--- config.mk ---
export PLATFORM = sky130hd
export DESIGN_NAME = ntt_ctrl_flat
export DESIGN_NICKNAME = d
export VERILOG_FILES = /design/src/rtl/ntt_ctrl_if.sv /design/src/rtl/ntt_ctrl.sv /design/src/flat_wrapper.sv
export SDC_FILE = /design/constraint.sdc
export NUM_CORES = 1
export LEC_CHECK = 0
export BUFFER_PORTS_ARGS = -buffer_cell sky130_fd_sc_hd__buf_4
export CAP_MARGIN = 20
export CORE_MARGIN = 2
export CORE_UTILIZATION = 53
export CTS_CLUSTER_DIAMETER = 120
export DETAILED_ROUTE_END_ITERATION = 12
export PLACE_DENSITY = 0.79
export SYNTH_ARGS = -nofsm -noshare
export SYNTH_HDL_FRONTEND = slang
export SYNTH_SLANG_ARGS = --single-unit
--- constraint.sdc ---
create_clock -name clk -period 3.8 [get_ports clk]
set_input_delay 0.76 -clock clk [delete_from_list [all_inputs] [get_ports clk]]
set_output_delay 0.76 -clock clk [all_outputs]
set_load 0.01 [all_outputs]
--- src/rtl/ntt_ctrl_if.sv ---
// Control bundle between the NTT sequencer and the coefficient RAM / butterfly datapath.
// The sequencer is the master; the RAM-side logic (or a bench) is the slave.
interface ntt_ctrl_if;
    logic       start;
    logic       busy;
    logic       done;
    logic [7:0] addr_a;
    logic [7:0] addr_b;
    logic       we_a;
    logic       we_b;
    logic [6:0] zeta_idx;
    logic       bf_in_valid;
    logic [2:0] layer;

    modport master (
        input  start,
        output busy, done, addr_a, addr_b, we_a, we_b, zeta_idx, bf_in_valid, layer
    );

    modport slave (
        output start,
        input  busy, done, addr_a, addr_b, we_a, we_b, zeta_idx, bf_in_valid, layer
    );
endinterface

--- src/rtl/ntt_ctrl.sv ---
// Forward Cooley-Tukey NTT sequencer: issues 7 layers x 128 butterfly reads on even
// offsets and replays them as writes BF_LAT+1 cycles later on the odd offsets.
module ntt_ctrl #(
    parameter int BF_LAT = 4
) (
    input  logic       clk,
    input  logic       rst,
    ntt_ctrl_if.master ctl
);
    typedef enum logic [1:0] {IDLE, RUN, DRAIN, DONE} state_t;
    localparam int DL_DEPTH = BF_LAT + 1;

    state_t     state_q, state_d;
    logic [2:0] layer_q, layer_d;
    logic [6:0] rd_num_q, rd_num_d;
    logic [7:0] j_q, j_d, j_inc;
    logic [6:0] k_q, k_d;
    logic [7:0] len_q, len_d;
    logic       issue;
    logic       wr_issue;
    logic       dl_any;
    logic       last_wr;

    // Read-address delay line; dl_*[n] holds the read issued n cycles ago.
    logic       dl_v [DL_DEPTH];
    logic [7:0] dl_a [DL_DEPTH];
    logic [7:0] dl_b [DL_DEPTH];

    logic       we_q, busy_q, done_q, bf_q;
    logic [7:0] addr_a_q, addr_b_q;

    assign len_q    = 8'd128 >> layer_q;
    assign len_d    = 8'd128 >> layer_d;
    assign wr_issue = dl_v[BF_LAT];

    always_comb begin
        dl_any = 1'b0;
        for (int n = 0; n < DL_DEPTH; n++) dl_any = dl_any | dl_v[n];
    end

    // The layer's final write is on the bus and nothing is left in flight behind it.
    assign last_wr = (state_q == DRAIN) && we_q && !dl_any;

    always_comb begin
        state_d = state_q;
        case (state_q)
            IDLE:    if (ctl.start) state_d = RUN;
            RUN:     if (dl_v[0] && rd_num_q == 7'd127) state_d = DRAIN;
            DRAIN:   if (last_wr) state_d = (layer_q == 3'd6) ? DONE : RUN;
            DONE:    state_d = IDLE;
            default: state_d = IDLE;
        endcase
    end

    always_comb begin
        // NOTE: every output of this block gets a default first, so no path can infer a latch.
        issue    = 1'b0;
        layer_d  = layer_q;
        rd_num_d = rd_num_q;
        j_d      = j_q;
        k_d      = k_q;
        j_inc    = j_q + 8'd1;
        case (state_q)
            IDLE: begin
                if (ctl.start) begin
                    issue    = 1'b1;
                    layer_d  = 3'd0;
                    rd_num_d = 7'd0;
                    j_d      = 8'd0;
                    k_d      = 7'd1;
                end
            end
            RUN: begin
                if (!dl_v[0]) begin
                    issue    = 1'b1;
                    rd_num_d = rd_num_q + 7'd1;
                    // Crossing into the len bit means the group ended: skip the bottom half.
                    if ((j_inc & len_q) != 8'd0) begin
                        j_d = j_inc + len_q;
                        k_d = k_q + 7'd1;
                    end else begin
                        j_d = j_inc;
                    end
                end
            end
            DRAIN: begin
                if (last_wr && layer_q != 3'd6) begin
                    issue    = 1'b1;
                    layer_d  = layer_q + 3'd1;
                    rd_num_d = 7'd0;
                    j_d      = 8'd0;
                    k_d      = k_q + 7'd1;
                end
            end
            default: ;
        endcase
    end

    always_ff @(posedge clk) begin
        if (rst) begin
            // NOTE: state is updated with non-blocking assignments so every flop samples pre-edge values.
            state_q  <= IDLE;
            layer_q  <= 3'd0;
            rd_num_q <= 7'd0;
            j_q      <= 8'd0;
            k_q      <= 7'd0;
            we_q     <= 1'b0;
            busy_q   <= 1'b0;
            done_q   <= 1'b0;
            bf_q     <= 1'b0;
            addr_a_q <= 8'd0;
            addr_b_q <= 8'd0;
            for (int n = 0; n < DL_DEPTH; n++) dl_v[n] <= 1'b0;
        end else begin
            state_q  <= state_d;
            layer_q  <= layer_d;
            rd_num_q <= rd_num_d;
            j_q      <= j_d;
            k_q      <= k_d;
            we_q     <= wr_issue;
            busy_q   <= (state_d != IDLE);
            done_q   <= (state_d == DONE);
            bf_q     <= dl_v[0];
            if (issue) begin
                addr_a_q <= j_d;
                addr_b_q <= j_d + len_d;
            end else if (wr_issue) begin
                addr_a_q <= dl_a[BF_LAT];
                addr_b_q <= dl_b[BF_LAT];
            end
            dl_v[0] <= issue;
            for (int n = 1; n < DL_DEPTH; n++) dl_v[n] <= dl_v[n-1];
        end
    end

    // NOTE: the delay-line addresses carry no reset; they are qualified by dl_v, which is reset.
    always_ff @(posedge clk) begin
        dl_a[0] <= j_d;
        dl_b[0] <= j_d + len_d;
        for (int n = 1; n < DL_DEPTH; n++) begin
            dl_a[n] <= dl_a[n-1];
            dl_b[n] <= dl_b[n-1];
        end
    end

    assign ctl.busy        = busy_q;
    assign ctl.done        = done_q;
    assign ctl.addr_a      = addr_a_q;
    assign ctl.addr_b      = addr_b_q;
    assign ctl.we_a        = we_q;
    assign ctl.we_b        = we_q;
    assign ctl.zeta_idx    = k_q;
    assign ctl.bf_in_valid = bf_q;
    assign ctl.layer       = layer_q;
endmodule

--- src/flat_wrapper.sv ---
// flat-port wrapper written by rule: the top's interface ports become plain ports
module ntt_ctrl_flat 
#(
    parameter int BF_LAT = 4
)
  (clk, rst, ctl_start, ctl_busy, ctl_done, ctl_addr_a, ctl_addr_b, ctl_we_a, ctl_we_b, ctl_zeta_idx, ctl_bf_in_valid, ctl_layer);
  ntt_ctrl_if ctl_i ();
  input  logic clk;
  input  logic rst;
  input wire logic [$bits(ctl_i.start)-1:0] ctl_start;
  output wire logic [$bits(ctl_i.busy)-1:0] ctl_busy;
  output wire logic [$bits(ctl_i.done)-1:0] ctl_done;
  output wire logic [$bits(ctl_i.addr_a)-1:0] ctl_addr_a;
  output wire logic [$bits(ctl_i.addr_b)-1:0] ctl_addr_b;
  output wire logic [$bits(ctl_i.we_a)-1:0] ctl_we_a;
  output wire logic [$bits(ctl_i.we_b)-1:0] ctl_we_b;
  output wire logic [$bits(ctl_i.zeta_idx)-1:0] ctl_zeta_idx;
  output wire logic [$bits(ctl_i.bf_in_valid)-1:0] ctl_bf_in_valid;
  output wire logic [$bits(ctl_i.layer)-1:0] ctl_layer;
  assign ctl_i.start = ctl_start;
  assign ctl_busy = ctl_i.busy;
  assign ctl_done = ctl_i.done;
  assign ctl_addr_a = ctl_i.addr_a;
  assign ctl_addr_b = ctl_i.addr_b;
  assign ctl_we_a = ctl_i.we_a;
  assign ctl_we_b = ctl_i.we_b;
  assign ctl_zeta_idx = ctl_i.zeta_idx;
  assign ctl_bf_in_valid = ctl_i.bf_in_valid;
  assign ctl_layer = ctl_i.layer;
  ntt_ctrl #(.BF_LAT(BF_LAT)) u_core (.clk(clk), .rst(rst), .ctl(ctl_i));
endmodule
# Word-level counts from Yosys, hierarchy flattened
# Memory sizes are Yosys's and may differ from the RTL's.
# Cells that the tools add are included.
# Widths: inputs -> output; s select.
# totals
inputBits	3
memories	3
regBits	47
word_cells	93
output_inout_bits	31
mem_bits_rw	85
# op_classes
muxes	38
n_bitwise	10
n_addsub	6
eq_ne	11
reduce_logical	12
n_shift	2
# mem_list
memory	words	width	rd	rd_ports_with_merged_regs	wr	line	source
u_core.dl_a	5	8	5	0	5	ntt_ctrl.sv:26	logic [7:0] dl_a [DL_DEPTH];
u_core.dl_b	5	8	5	0	5	ntt_ctrl.sv:27	logic [7:0] dl_b [DL_DEPTH];
u_core.dl_v	5	1	5	0	5	ntt_ctrl.sv:25	logic dl_v [DL_DEPTH];
# op_table
operator	n
$mux 8	8
$mux 7	7
$pmux 7 s3	2
$pmux 8 s3	1
$add 8x8->8	2
$shr 8x3->8 const A	2
$add 7x1->7 const B	2
$mux 1	11
$or 1x1->1	9
$add 8x1->8 const B	1
$and 8x8->8	1
$mux 2	4
$pmux 2 s4	1
$reduce_bool 8->1	1
$eq 7x7->1 const B	1
$eq 2x2->1 const B	3
$mux 3	2
$ne 2x2->1 const B	3
$pmux 3 s2	1
$reduce_and 5->1	1
$logic_and 1x1->1	4
$reduce_and 4->1	1
$reduce_bool 2->1	2
$add 3x1->3 const B	1
other kinds (8)	8

# Logic depth before layout (Yosys ltp)
# depth
ltp_word	12
depth_mapped	20

# Least setup slack after synthesis
# Ideal clock, no wire load.
# synth_path
kind	reg-to-reg
start	reg u_core.layer_q[0] (netlist: u_core.ctl.layer[0])
end	reg u_core.addr_b_q[7] (netlist: u_core.ctl.addr_b[7])
required_time_ns	3.685
path_stages_with_launch	19
t_arrival_ns	3.749
setup_time_ns	0.115
path_buffers	0
setup_slack_ns	-0.064
cell_sequence	dfxtp_1 > inv_1 > ha_1 > nor2b_1 > ha_1 > nor4_1 > nand3_1 > nand2_1 > a21oi_1 > a21oi_1 > inv_1 > ha_1 > a21o_1 > a21oi_1 > o21ai_0 > o31ai_1 > xor2_1 > xnor2_1 > o21a_1
# synth_via
elab_chain_len	8
word_cells_on_any_way	20
classes_between	3 x add/sub; 1 x eq/ne; 2 x shift; 10 x mux; 1 x bitwise; 3 x reduce/logical
# synth_lines
element	line	source
from (decl)	ntt_ctrl.sv:14	logic [2:0] layer_q, layer_d;
from (signal assigned)	ntt_ctrl.sv:116	layer_q <= layer_d;
branches (longest 5 deep; another with $add 8x8->8)	--	
$pmux 8 s3 *	ntt_ctrl.sv:63	case (state_q)
net u_core.j_d[1]	ntt_ctrl.sv:16	logic [7:0] j_q, j_d, j_inc;
$add 8x8->8 *	ntt_ctrl.sv:126	addr_b_q <= j_d + len_d;
$mux 8 *	ntt_ctrl.sv:124	if (issue) begin
to (signal assigned)	ntt_ctrl.sv:126	
to (signal assigned)	ntt_ctrl.sv:129	addr_b_q <= dl_b[BF_LAT];
to (decl)	ntt_ctrl.sv:30	logic [7:0] addr_a_q, addr_b_q;
# Mark *: on every way through the listed nets, which the timed path passes.
# A chain may end at the register's enable or synchronous reset.

# Worst setup path after layout
# layout_path
start	reg u_core.j_q[0]
end	reg u_core.addr_b_q[7] (netlist: u_core.ctl.addr_b[7])
# layout_via
elab_chain_len	8
word_cells_on_any_way	11
classes_between	3 x add/sub; 6 x mux; 1 x bitwise; 1 x reduce/logical
# layout_lines
element	line	source
from (decl)	ntt_ctrl.sv:16	
from (signal assigned)	ntt_ctrl.sv:118	j_q <= j_d;
$add 8x1->8 *	ntt_ctrl.sv:62	j_inc = j_q + 8'd1;
branches (longest 2 deep; another with $add 8x8->8)	--	
$mux 8 *	ntt_ctrl.sv:78	if ((j_inc & len_q) != 8'd0) begin
$mux 8 *	ntt_ctrl.sv:74	if (!dl_v[0]) begin
$pmux 8 s3 *	ntt_ctrl.sv:63	
net u_core.j_d[4]	ntt_ctrl.sv:16	
$add 8x8->8 *	ntt_ctrl.sv:126	
$mux 8 *	ntt_ctrl.sv:124	
# Marked as above.

==> qor_table.md <==
| Parameter | This run |
|:---|:---|
| Status | finished, final reports clean |
| Path type of the worst setup path | reg -> reg |
| IO buf count | 33 |
| Launch point of the worst reg-to-reg path | u_core.j_q[0]$_SDFF_PP0_ |
| Die area | 9921 um2 |
| Post-route DRC violation count | 0 |
| Layout overhead on the synthesized area | 27.48% |
| Synthesized area divided by synthesized cell count | 10.44 um2 |
| Worst IR drop on VDD | 0.3320 mV |
| Remaining number of nets flagged by the antenna check after routing | 0 |
| Biggest cell delay along the critical path | 0.36 ns |
| Clock tree root driver cell | clkbuf_8 |
| Count of H-tree levels built during CTS | 4 |
| Insertion delay of the later-clocked pin in the worst-skew pair | 0.52 ns |
| Starting density of the core | 55.02% |
| Setup violators final | 0 |
| Number of global-route vias before repair | 3579 |
| Total chip power | 3.169 mW |
| Clock tree from TritonCTS | yes |
| Aggregate negative setup slack | 0 ns |
| Post-synthesis share of cell area spent on xor and xnor gates | 4.881% |
| Yosys Warn Count | 0 |
| Via count of the routed design | 3566 |
| Sinks on Clock Net | 131 |
| Worst endpoint required time | 4.21 ns |
| FILL cells | 614 |
| Ratio of total power to cell area | 513.2 nW/um2 |
| Worst hold slack | 0.3201 ns |
| Worst path arrival time | 4.04 ns |
| Post-CTS clock slew at the launch and capture registers of the worst setup and hold paths | 0.07 ns |
| Post-synth cell types | 56 |
| IO Pins | 34 |
| Number of synthesized register bits | 131 |
| DR WL/cell | 15.72 um |
| Diodes inserted | 0 |
| Final worst setup slack | 0.1725 ns |
| Routability congestion estimate from global placement | 0.8801 |
| Clk_skew | 0.009062 ns |
| Fin nets | 578 |
| Top achievable clock speed | 275.7 MHz |
| Count of cells along the worst register-to-register path | 19 |
| Initial antenna violation count | 0 |
| Hold endpoint | u_core.dl_a[0][27]$_DFF_P_ |
| CTS max path bufs | 2 |
| Register area | 2625 um2 |
| Origin of the worst min-delay path | u_core.dl_a[0][19]$_DFF_P_ |
| RSZ-0062 raised after global routing | true |
| Fraction of registers with async set/reset | 0% |
| Hold Crit Depth | 0 |
| Share of the synthesized area in compound gates (AO/OA/AOI/OAI) | 12.58% |
| Core occupancy in the finished layout | 70.13% |
| TritonCTS buffer count | 17 |
| Number of iterations in the first detailed-routing pass | 4 |
| Post-synthesis sequential area ratio | 54.13% |
| Post-synth EDFFs | 0 |
| Half-perimeter wire length after detailed placement | 7201 um |
| Drt first-iter violations | 110 |
| Total routing usage reported by global routing | 22.67% |
| Number of rows created at floorplan | 34 |
| Slack of the worst reg-to-reg path | 0.17 ns |
| Post-Route WL | 10480 um |
| Y dimension of the die | 99.61 um |
| CP Max Fanout | 6 |
| Overflow left after global routing | 0 |
| Classification of the worst-slack hold path | reg -> reg |
| DIE WIDTH | 99.61 um |
| Post-layout min period | 3.628 ns |
| Main combinational cell family by area after synthesis | simple AND/OR/NAND/NOR gates |
| Capture point of the worst reg-to-reg path | u_core.ctl.addr_b[7]$_SDFFE_PP0P_ |
| Routed via count divided by cell count | 5.346 |
| Slew of the pin with the lowest slew margin | 0.6817 ns |
| Cells after Synth | 464 |
| Sequence of cells on the critical path | ha_1 -> nand3_2 -> nor2_2 -> xor2_1 -> ha_2 -> nor4_4 -> nand3_2 -> buf_6 -> nor2_1 -> a21o_1 -> a211oi_2 -> inv_1 -> ha_1 -> a21oi_2 -> o21ai_2 -> o31ai_2 -> xor2_1 -> xnor2_1 -> o21a_1 |
| Post-synthesis adder-cell area fraction | 7.645% |
| Area of the multi-input gates | 2212 um2 |
| Worst slack after detailed placement | -0.06971 ns |
| Critical Path Start Type | flip-flop |
| Number of endpoints with negative hold slack in the final report | 0 |
| Max-Slew Margin vs Limit | 54.34% |
| Core area | 8806 um2 |
| Simple-gate share of the synthesized area | 15.42% |
| Fraction of layout cells with a size suffix above 1 | 27.01% |
| Area of the mapped netlist | 4845 um2 |
| Final Max Tran Viols | 0 |
| Global-route wire length before repair | 17310 um |
| Multiplexer fraction of the synthesized cell area | 2.686% |
| Share of the clock period used by the worst path | 95.46% |
| Post-Synthesis Net Count | 496 |
| Count of max-cap constraint violations | 0 |
| CP endpoint kind | flip-flop |
| Static leakage | 2.675 nW |
| Top flip-flop cell by instance count after synthesis | dfxtp_1 |
| Maximum number of pins on one net before global-route repair | 40 |
| Slowest CP cell | dfxtp_1 |
-- kinds of logic after synthesis --
group,count (synthesis)
and+or+nand+nor,144
muxes,13
buffers and inverters,33
adders and majority gates,29
AOI/OAI and AO/OA,87
DFF,131
xor gates and xnor gates,27
-- worst max-delay path: cells and delay by family, from the launching register on --
kind	cells	cell delay, ns
compound gates	6	1.11
fa+ha+maj	3	0.78
xor+xnor	3	0.53
simple gates	5	0.51
flops	1	0.36
buf+inv	2	0.23
-- Yosys cell counts (all sizes together), types with 11 or more instances --
cell	count	share of area [%]
nor2	49	3.8
xor2	17	3.1
o21ai	13	1.3
mux2i	13	2.7
ha	28	7.2
a211oi	22	3.4
inv	20	1.5
a21oi	16	1.7
nand2	24	1.9
dfxtp	131	54
nor2b	18	2.3
nand3	11	1.2
-- metal layers --
metal	GRT usage, %	routed length, um	vias up
met4	12.01	256	0
met1	27.28	4463	1667
met3	5.903	419	23
met5	0	0	-
met2	37.27	5342	96
li1	-	-	1780
-- through the flow --
| step | cells | cell area [um2] |
|---|---|---|
| floorplan | 464 | 4850 |
| global placement | 632 | 5478 |
| detailed placement | 632 | 5478 |
| CTS | 665 | 6065 |
| global route | 667 | 6176 |
| finish | 667 | 6176 |
-- how the worst max path moves through the flow --
stage / end / depth (start not counted) / slack (ns) / startpoint
5_1_grt: u_core.ctl.addr_b[6]$_SDFFE_PP0P_ / 18 / -0.06 / u_core.ctl.layer[0]$_SDFF_PP0_
3_5_place_dp: u_core.ctl.addr_b[7]$_SDFFE_PP0P_ / 18 / -0.07 / u_core.ctl.layer[1]$_SDFF_PP0_
6_report: u_core.ctl.addr_b[7]$_SDFFE_PP0P_ / 19 / 0.17 / u_core.j_q[0]$_SDFF_PP0_
4_1_cts: u_core.ctl.addr_b[7]$_SDFFE_PP0P_ / 18 / 0.02 / u_core.ctl.layer[1]$_SDFF_PP0_
2_1_floorplan: u_core.ctl.addr_b[7]$_SDFFE_PP0P_ / 18 / 0.03 / u_core.ctl.layer[0]$_SDFF_PP0_
3_3_place_gp: u_core.ctl.addr_b[7]$_SDFFE_PP0P_ / 18 / 0.08 / u_core.ctl.layer[1]$_SDFF_PP0_
-- power by group --
group,internal (mW),switching (mW),total [mW]
sequential,1.42,0.0230,1.44
clock,0.830,0.680,1.51
combinational,0.0924,0.125,0.217
total,2.34,0.828,3.17
-- timing repair --
action                                  4_1_cts  5_1_grt
buffers inserted                              1        1
hold buffers                                  0        0
gates resized for setup                       8       24
pin swaps                                     4        7
endpoints found under the hold margin         0        0
endpoints found under the setup margin        4        7
-- sequential cells by signal, indices dropped and copies added (netlist names), 2 cells and up --
signal               count
u_core.dl_a             40
u_core.rd_num_q          7
u_core.ctl.zeta_idx      7
u_core.state_q           2
u_core.j_q               8
u_core.dl_v              5
u_core.dl_b             40
u_core.ctl.addr_b        8
u_core.ctl.addr_a        8
u_core.ctl.layer         3
-- placed cells by master, fill, tap and decap left out, drive strengths merged, types with 9 or more instances in the layout --
| cell | n |
|---|---|
| xnor2 | 10 |
| nor2 | 49 |
| a21oi | 16 |
| nor3 | 9 |
| a211oi | 22 |
| nor2b | 18 |
| buf | 76 |
| nand2 | 24 |
| dfxtp | 131 |
| mux2i | 13 |
| inv | 27 |
| ha | 28 |
| o21ai | 13 |
| xor2 | 17 |
| clkbuf | 17 |
| nand3 | 11 |
-- final cells by class --
cell class | count | area share, %
Clock buffer | 17 | 6.706
Tap cell | 108 | 2.188
Timing Repair Buffer | 76 | 9.299
Multi-Input combinational cell | 300 | 35.82
Clock inverter | 15 | 2.269
Sequential cell | 131 | 42.50
Inverter | 20 | 1.216
Note: power is estimated with default switching activity, not from simulation.
